`config.mk`:
```
export PLATFORM = sky130hd
export DESIGN_NAME = cpu_seq_flat
export DESIGN_NICKNAME = d
export VERILOG_FILES = /design/src/rtl/cpu_seq_if.sv /design/src/rtl/cpu_seq.sv /design/src/flat_wrapper.sv
export SDC_FILE = /design/constraint.sdc
export NUM_CORES = 1
export LEC_CHECK = 0
export ABC_AREA = 1
export BUFFER_PORTS_ARGS = -buffer_cell sky130_fd_sc_hd__buf_2
export CAP_MARGIN = 15
export CELL_PAD_IN_SITES_DETAIL_PLACEMENT = 1
export CELL_PAD_IN_SITES_GLOBAL_PLACEMENT = 1
export CORE_MARGIN = 2
export CORE_UTILIZATION = 41
export DETAILED_ROUTE_END_ITERATION = 8
export GPL_TIMING_DRIVEN = 0
export PLACE_DENSITY_LB_ADDON = 0.1
export SYNTH_ARGS = -nofsm -noshare
export SYNTH_HDL_FRONTEND = slang
export SYNTH_SLANG_ARGS = --single-unit
```
`constraint.sdc`:
```
create_clock -name clk -period 3.46 [get_ports clk]
set_input_delay 0.346 -clock clk [delete_from_list [all_inputs] [get_ports clk]]
set_output_delay 0.346 -clock clk [all_outputs]
set_load 0.02 [all_outputs]
```
`src/rtl/cpu_seq_if.sv`:
```
// Instruction-memory fetch port of cpu_seq.
// master: the sequencer (drives the address and the request).
// slave : the instruction memory (returns the acknowledge and the word).
interface cpu_seq_if;
    logic [3:0] imem_addr;
    logic       imem_req;
    logic       imem_ack;
    logic [7:0] imem_data;

    modport master (output imem_addr, output imem_req, input imem_ack, input imem_data);
    modport slave  (input imem_addr, input imem_req, output imem_ack, output imem_data);
endinterface

```
`src/rtl/cpu_seq.sv`:
```
// cpu_seq: FETCH / DECODE / EXEC / HALT sequencer for a 4-bit-PC toy CPU.
// It fetches one 8-bit instruction ({opcode, operand}), decodes it, and then
// pulses the datapath strobes for the single EXEC cycle.
// Optional build macro CPU_SEQ_STEP_EN adds the 'step' input and a STEP
// state that parks the sequencer after each EXEC until step is seen high.
//
// Fetch handshake (imem_req / imem_ack):
//   A fetch completes on a rising edge where imem_req and imem_ack are both
//   high. Once imem_req is raised, it stays high and imem_addr stays stable
//   until that edge. imem_ack is ignored whenever imem_req is low.
module cpu_seq (
    input  logic             clk,
    input  logic             rst_n,
`ifdef CPU_SEQ_STEP_EN
    input  logic             step,
`endif
    cpu_seq_if.master        imem,
    output logic [3:0]       imm,
    output logic             aload,
    output logic             bload,
    output logic             dsel,
    output logic             rload,
    output logic             opsel,
    output logic             jump,
    output logic             halted,
    output logic [2:0]       state_dbg
);

    typedef enum logic [2:0] {
        FETCH  = 3'd0,
        DECODE = 3'd1,
        EXEC   = 3'd2,
        HALT   = 3'd3
`ifdef CPU_SEQ_STEP_EN
        ,
        STEP   = 3'd4
`endif
    } state_t;

    localparam logic [3:0] OP_JUMP = 4'h6;
    localparam logic [3:0] OP_HALT = 4'hF;

    state_t     state;
    logic [3:0] pc;
    logic [7:0] ir;
    logic       req;
    // Strobe vector, packed as {aload, bload, dsel, rload, opsel, jump}.
    logic [5:0] stb;

    // Opcode to strobe pattern; unlisted opcodes are NOPs.
    function automatic logic [5:0] decode_op(input logic [3:0] op);
        case (op)
            4'h0:    return 6'b100000;  // load A from immediate
            4'h1:    return 6'b010000;  // load B from immediate
            4'h2:    return 6'b101000;  // load A from data bus
            4'h3:    return 6'b011000;  // load B from data bus
            4'h4:    return 6'b000100;  // R <= A + B
            4'h5:    return 6'b000110;  // R <= A - B
            OP_JUMP: return 6'b000001;  // PC <= operand
            default: return 6'b000000;
        endcase
    endfunction

    assign imem.imem_addr = pc;
    assign imem.imem_req  = req;
    assign aload     = stb[5];
    assign bload     = stb[4];
    assign dsel      = stb[3];
    assign rload     = stb[2];
    assign opsel     = stb[1];
    assign jump      = stb[0];
    assign state_dbg = state;

    // Sequencer FSM with registered request, operand, strobes and halt flag.
    always_ff @(posedge clk or negedge rst_n) begin
        if (!rst_n) begin
            state  <= FETCH;
            pc     <= 4'h0;
            ir     <= 8'h00;
            imm    <= 4'h0;
            stb    <= 6'b000000;
            halted <= 1'b0;
            req    <= 1'b0;
        end else begin
            case (state)
                FETCH: begin
                    if (!req) begin
                        // First cycle after reset release: raise the request.
                        req <= 1'b1;
                    end else if (imem.imem_ack) begin
                        ir    <= imem.imem_data;
                        req   <= 1'b0;
                        state <= DECODE;
                    end
                end
                DECODE: begin
                    imm <= ir[3:0];
                    if (ir[7:4] == OP_HALT) begin
                        halted <= 1'b1;
                        state  <= HALT;
                    end else begin
                        stb   <= decode_op(ir[7:4]);
                        state <= EXEC;
                    end
                end
                EXEC: begin
                    stb <= 6'b000000;
                    pc  <= stb[0] ? imm : pc + 4'd1;
`ifdef CPU_SEQ_STEP_EN
                    state <= STEP;
`else
                    // Request goes high together with FETCH entry.
                    req   <= 1'b1;
                    state <= FETCH;
`endif
                end
`ifdef CPU_SEQ_STEP_EN
                STEP: begin
                    if (step) begin
                        req   <= 1'b1;
                        state <= FETCH;
                    end
                end
`endif
                HALT: begin
                    // Absorbing until rst_n.
                    state <= HALT;
                end
                default: begin
                    stb   <= 6'b000000;
                    req   <= 1'b0;
                    state <= FETCH;
                end
            endcase
        end
    end

endmodule

```
`src/flat_wrapper.sv`:
```
// flat-port wrapper written by rule: the top's interface ports become plain ports
module cpu_seq_flat 
  (clk, rst_n, imm, aload, bload, dsel, rload, opsel, jump, halted, state_dbg, imem_imem_addr, imem_imem_req, imem_imem_ack, imem_imem_data);
  cpu_seq_if imem_i ();
  input  logic clk;
  input  logic rst_n;
  output logic [3:0] imm;
  output logic aload;
  output logic bload;
  output logic dsel;
  output logic rload;
  output logic opsel;
  output logic jump;
  output logic halted;
  output logic [2:0] state_dbg;
  output wire logic [$bits(imem_i.imem_addr)-1:0] imem_imem_addr;
  output wire logic [$bits(imem_i.imem_req)-1:0] imem_imem_req;
  input wire logic [$bits(imem_i.imem_ack)-1:0] imem_imem_ack;
  input wire logic [$bits(imem_i.imem_data)-1:0] imem_imem_data;
  assign imem_imem_addr = imem_i.imem_addr;
  assign imem_imem_req = imem_i.imem_req;
  assign imem_i.imem_ack = imem_imem_ack;
  assign imem_i.imem_data = imem_imem_data;
  cpu_seq u_core (.clk(clk), .rst_n(rst_n), .imem(imem_i), .imm(imm), .aload(aload), .bload(bload), .dsel(dsel), .rload(rload), .opsel(opsel), .jump(jump), .halted(halted), .state_dbg(state_dbg));
endmodule
```
## After elaboration in Yosys (flattened, before gate mapping)

Index checks and enable logic that the tools add are counted.
W data, S select, Z words.

| storage, ports and cells | value |
|---|---|
| word-level logic and storage cells | 41 |
| output and inout port bits | 19 |
| bits of input ports | 11 |
| register bits after elaboration | 27 |

| cells by class | value |
|---|---|
| bitwise gates (word level) | 1 |
| add/subtract/negate cells | 1 |
| multiplexer cells | 11 |
| reductions and logical operators | 8 |
| equal/unequal tests | 13 |

Operator list:

| kind | number |
|---|---|
| $pmux W6 S7 | 1 |
| $eq A4 B3 Y1 const B | 3 |
| $pmux W6 S2 | 1 |
| $pmux W3 S3 | 1 |
| $eq A4 B2 Y1 const B | 2 |
| $eq A3 B2 Y1 const B | 2 |
| $mux W3 | 2 |
| $mux W6 | 1 |
| $reduce_and A2 Y1 | 3 |
| $add A4 B1 Y4 const B | 1 |
| $eq A4 B1 Y1 const B | 1 |
| $eq A4 B4 Y1 const B | 1 |
| $logic_not A4 Y1 | 1 |
| $mux W4 | 1 |
| $ne A2 B2 Y1 const B | 2 |
| $reduce_or A2 Y1 | 2 |
| $eq A3 B1 Y1 const B | 1 |
| $logic_not A3 Y1 | 1 |
| $mux W1 | 3 |
| $pmux W1 S3 | 1 |
| $reduce_and A3 Y1 | 1 |
| $ne A2 B1 Y1 const B | 1 |
| $not A1 Y1 | 1 |

## Depth between registers and ports, before layout

| depth | value |
|---|---|
| depth after elaboration | 4 |
| depth in mapped cells | 8 |
| gate-level depth less buffers | 7 |

## Least setup slack after synthesis

Ideal clock, no wire load.

| path | value |
|---|---|
| path type | flip-flop to flip-flop |
| from | register u_core.state[1], in the netlist u_core.state_dbg[1] |
| to | register u_core.halted |
| stages on the path, launching flop included | 7 |
| buffers on the path | 1 |
| clock period less this slack | 1429 ps |
| data required time | 3333 ps |
| library setup time | 127 ps |
| slack | 2031 ps |
| arrival | 1302 ps |
| cell sequence | dfrtp_1 inv_1 ha_1 buf_6 nand2_4 nor2_2 or2_2 |

| on the way | value |
|---|---|
| word-level cells in the longest chain between the ends | 2 |

RTL lines:

| item | line | text |
|---|---|---|
| from (decl) | cpu_seq.sv:43 | `state_t state;` |
| from (signal assigned) | cpu_seq.sv:77 | `state <= FETCH;` |
| from (signal assigned) | cpu_seq.sv:93 | `state <= DECODE;` |
| from (signal assigned) | cpu_seq.sv:100 | `state <= HALT;` |
| $eq A3 B1 Y1 | - |  |
| $reduce_and A2 Y1 (no source line) | - |  |
| to (signal assigned) | cpu_seq.sv:82 | `halted <= 1'b0;` |
| to (signal assigned) | cpu_seq.sv:99 | `halted <= 1'b1;` |
| to (decl) | cpu_seq.sv:25 | `output logic halted,` |

No other way between the ends.
A chain may end at the register's enable or synchronous reset.

## Worst setup path in the final report

| path | value |
|---|---|
| from | register u_core.state[1], in the netlist u_core.state_dbg[1] |
| to | register u_core.stb[2] |

| on the way | value |
|---|---|
| word-level cells in the longest chain between the ends | 4 |
| elaborated cells on any way between the ends | 8 |
| classes of those cells | eq/ne: 3; mux: 1; bitwise: 1; reduce/logical: 3 |

RTL lines:

| item | line | text |
|---|---|---|
| $eq A3 B2 Y1 / $logic_not A3 Y1 (equally long branches) | cpu_seq.sv:85 | `case (state)` |
| $reduce_or A2 Y1 (no source line) | - |  |
| $not A1 Y1 (no source line) | - |  |
| $reduce_and A2 Y1 (no source line) | - |  |
| to (signal assigned) | cpu_seq.sv:102 | `stb <= decode_op(ir[7:4]);` |
| to (decl) | cpu_seq.sv:48 | `logic [5:0] stb;` |

Parallel ways exist; a longest one is shown, timed or not.

==> impl_metrics.tcl <==
set metrics [dict create \
    clkLatencyLatePin_ns 0.33 \
    nets 195 \
    cts.reportedPaths.clkPinSlew_ns 0.16 \
    cts_tree "built" \
    drt-met1-wl_um 1240 \
    drive_gt1_frac 0.242 \
    min_path_type "in2async" \
    ys_ff_latch 26 \
    routed-wl-met2_um 1470 \
    crit_path_max_fanout 9 \
    yosys_warnings 0 \
    rsz0062_at_grt "false" \
    finalCriticalPeriod_ns 1.50 \
    synthesis.nets 162 \
    fin_util 0.525 \
    ctsResizeCount 0 \
    cts_sinks 26 \
    vias 1037 \
    grt_remaining_overflow 0 \
    viasPerCell 4.96 \
    fin_area_sq_um 1470 \
    cp_slowest_cell "dfrtp_1" \
    core_area_sq_um 2810 \
    drv_slew 0 \
    drt_iter0_markers 40 \
    tightest_slew_ns 0.580 \
    mostFrequentLayoutCells "nand2_1, buf_2, dfrtp_1" \
    area_growth_pct 18.7 \
    setup_viol 0 \
    place_inst 205 \
    ys_types 23 \
    cp_cell_sequence "inv_1 > ha_1 > buf_6 > nand2_4 > nor2_2 > nor2_2 > nand2_1 > nand2_1" \
    worst_slack_ns 1.96 \
    synth.cell_area_sq_um 1240 \
    final_common_cell "nand2_1" \
    die_area_sq_um 3480 \
    synth.avg_cell_area_sq_um 8.49 \
    gp_congestion 0.796 \
    hold_viol 19 \
    skew_ns 0.00916 \
    grt_start_max_net_pins 27 \
    post-route-drc-count 0 \
    p_per_area_nw_per_um2 927 \
    post_cts_buffers 0 \
    numPortBuffers 28 \
    routed_wl_um 2800 \
    r2r_setup_slack_ns 1.96 \
    fin_crit_sh 0.434 \
    placed_area_sq_um 1420 \
    final_cell_count_no_fill 209 \
    power_mw 1.36 \
    antenna_left 0 \
    r2r-end "u_core.stb[2]" \
    io_pins 30 \
    clockBufferDepth 2 \
    startpoint_type "flop" \
    die_x_um 59.0 \
    dp_hpwl_um 2040 \
    highest_layer "met4" \
    slew_headroom 0.614 \
    fp-row-count 19 \
    antenna_found_initial 0 \
    cp.arrival_ns 1.73 \
    start_util 0.442 \
    wl_per_cell_um 13.4 \
    post-place-ws_ns 2.00 \
    max_stage_delay_ns 0.46 \
    reg2reg_from "u_core.state_dbg[1]" \
    violations "negative hold slack" \
    cts_made_buffers 3 \
    synthCells 146 \
    end_kind "flop" \
    grtUsageTotal 0.184 \
    rr_worst_depth 8 \
    postCtsHoldBufs 0 \
    total_leakage_power_nw 0.808 \
    fin_tns_setup_ns 0 \
    status "finished, violations left" \
    die_h_um 59.0 \
    dr_wl_met3_um 71 \
    critical_path_required_ns 3.68 \
    irDropWorstVdd_mv 0.317 \
    criticalPathCategory "reg2reg" \
    grt_pass1_wl_um 4800 \
    max_freq_mhz 665 \
    seq_area_frac_synth 0.525 \
    hold-worst-slack_ns -0.0141 \
    grt_pass1_vias 1091 \
    maxCapViolations 0 \
    antenna_cells 0 \
    cts_root_buffer "clkbuf_4" \
    cts_max_level 1 \
    dr.pass1.iters 2 \
]
==> registers in the layout, summed over array words and instances, names as in the netlist <==
| name | flops |
|---|---|
| u_core.halted | 1 |
| u_core.imem.imem_addr | 4 |
| u_core.state_dbg | 2 |
| u_core.imm | 4 |
| u_core.imem.imem_req | 1 |
| u_core.stb | 6 |
| u_core.ir | 8 |
==> report_power, final <==
part	switching, mW	internal (mW)
logic	0.408	0.216
registers	0.106	0.419
clock network	0.0974	0.117
total	0.611	0.752
==> final cells by class <==
type	count	area (sq um)
Timing Repair Buffer	28	140
Tap cell	31	38.8
Clock inverter	1	30.0
Multi-Input combinational cell	98	494
Clock buffer	3	22.5
Inverter	19	71.3
Sequential cell	26	651
Fill cell	349	1330
Buffer	3	23.8
==> per-layer routing <==
| layer | global-route usage | up-vias |
|---|---|---|
| met5 | 0 | - |
| li1 | - | 520 |
| met2 | 0.329 | 19 |
| met1 | 0.228 | 496 |
| met3 | 0.0197 | 2 |
| met4 | 0.0682 | 0 |
==> synthesized netlist by cell type <==
master    number  area [sq um]
buf_6          1          11.3
dfrtp_1       26           651
nand2_1       43           161
nor2_1        12          45.0
nor3_1         5          25.0
conb_1         1          3.75
inv_2          1          3.75
a31oi_1        1          6.26
nand4_1        1          6.26
nand2_4        1          11.3
inv_1         18          67.6
nand3_1        4          20.0
buf_4          1          7.51
a21oi_1        7          35.0
ha_1           5          62.6
o211ai_1       1          7.51
o21ai_1        4          20.0
nor2_2         2          12.5
or2_2          1          6.26
o21ai_0        7          35.0
buf_2          1          5.00
nand3_2        2          20.0
o21ai_4        1          16.3
==> worst max-delay path, delay by kind of cell, from the launching register on <==
kind | cells | cell delay [ns]
adders and majority gates | 1 | 0.18
buffers and inverters | 2 | 0.26
DFF | 1 | 0.46
and+or+nand+nor | 5 | 0.50
==> kinds of logic after synthesis <==
family	Yosys count	synth area share
other	1	0.00302
buffers and inverters	22	0.0767
flip-flops	26	0.525
AND/OR/NAND/NOR	71	0.248
adder cells (fa/ha/maj)	5	0.0505
AO/OA/AOI/OAI	21	0.0969
==> how the worst max path moves through the flow <==
stage,slack (ns),startpoint,cells after the start,end
finish,1.96,u_core.state_dbg[1],8,u_core.stb[2]
CTS,1.93,u_core.state_dbg[1],8,u_core.stb[2]
global placement,2.08,u_core.state_dbg[1],8,u_core.stb[1]
global route,1.85,u_core.state_dbg[1],8,u_core.stb[0]
floorplan,2.03,u_core.state_dbg[1],6,u_core.halted
detailed placement,2.00,u_core.state_dbg[1],8,u_core.stb[0]
Power figures use the tool's default switching activity.
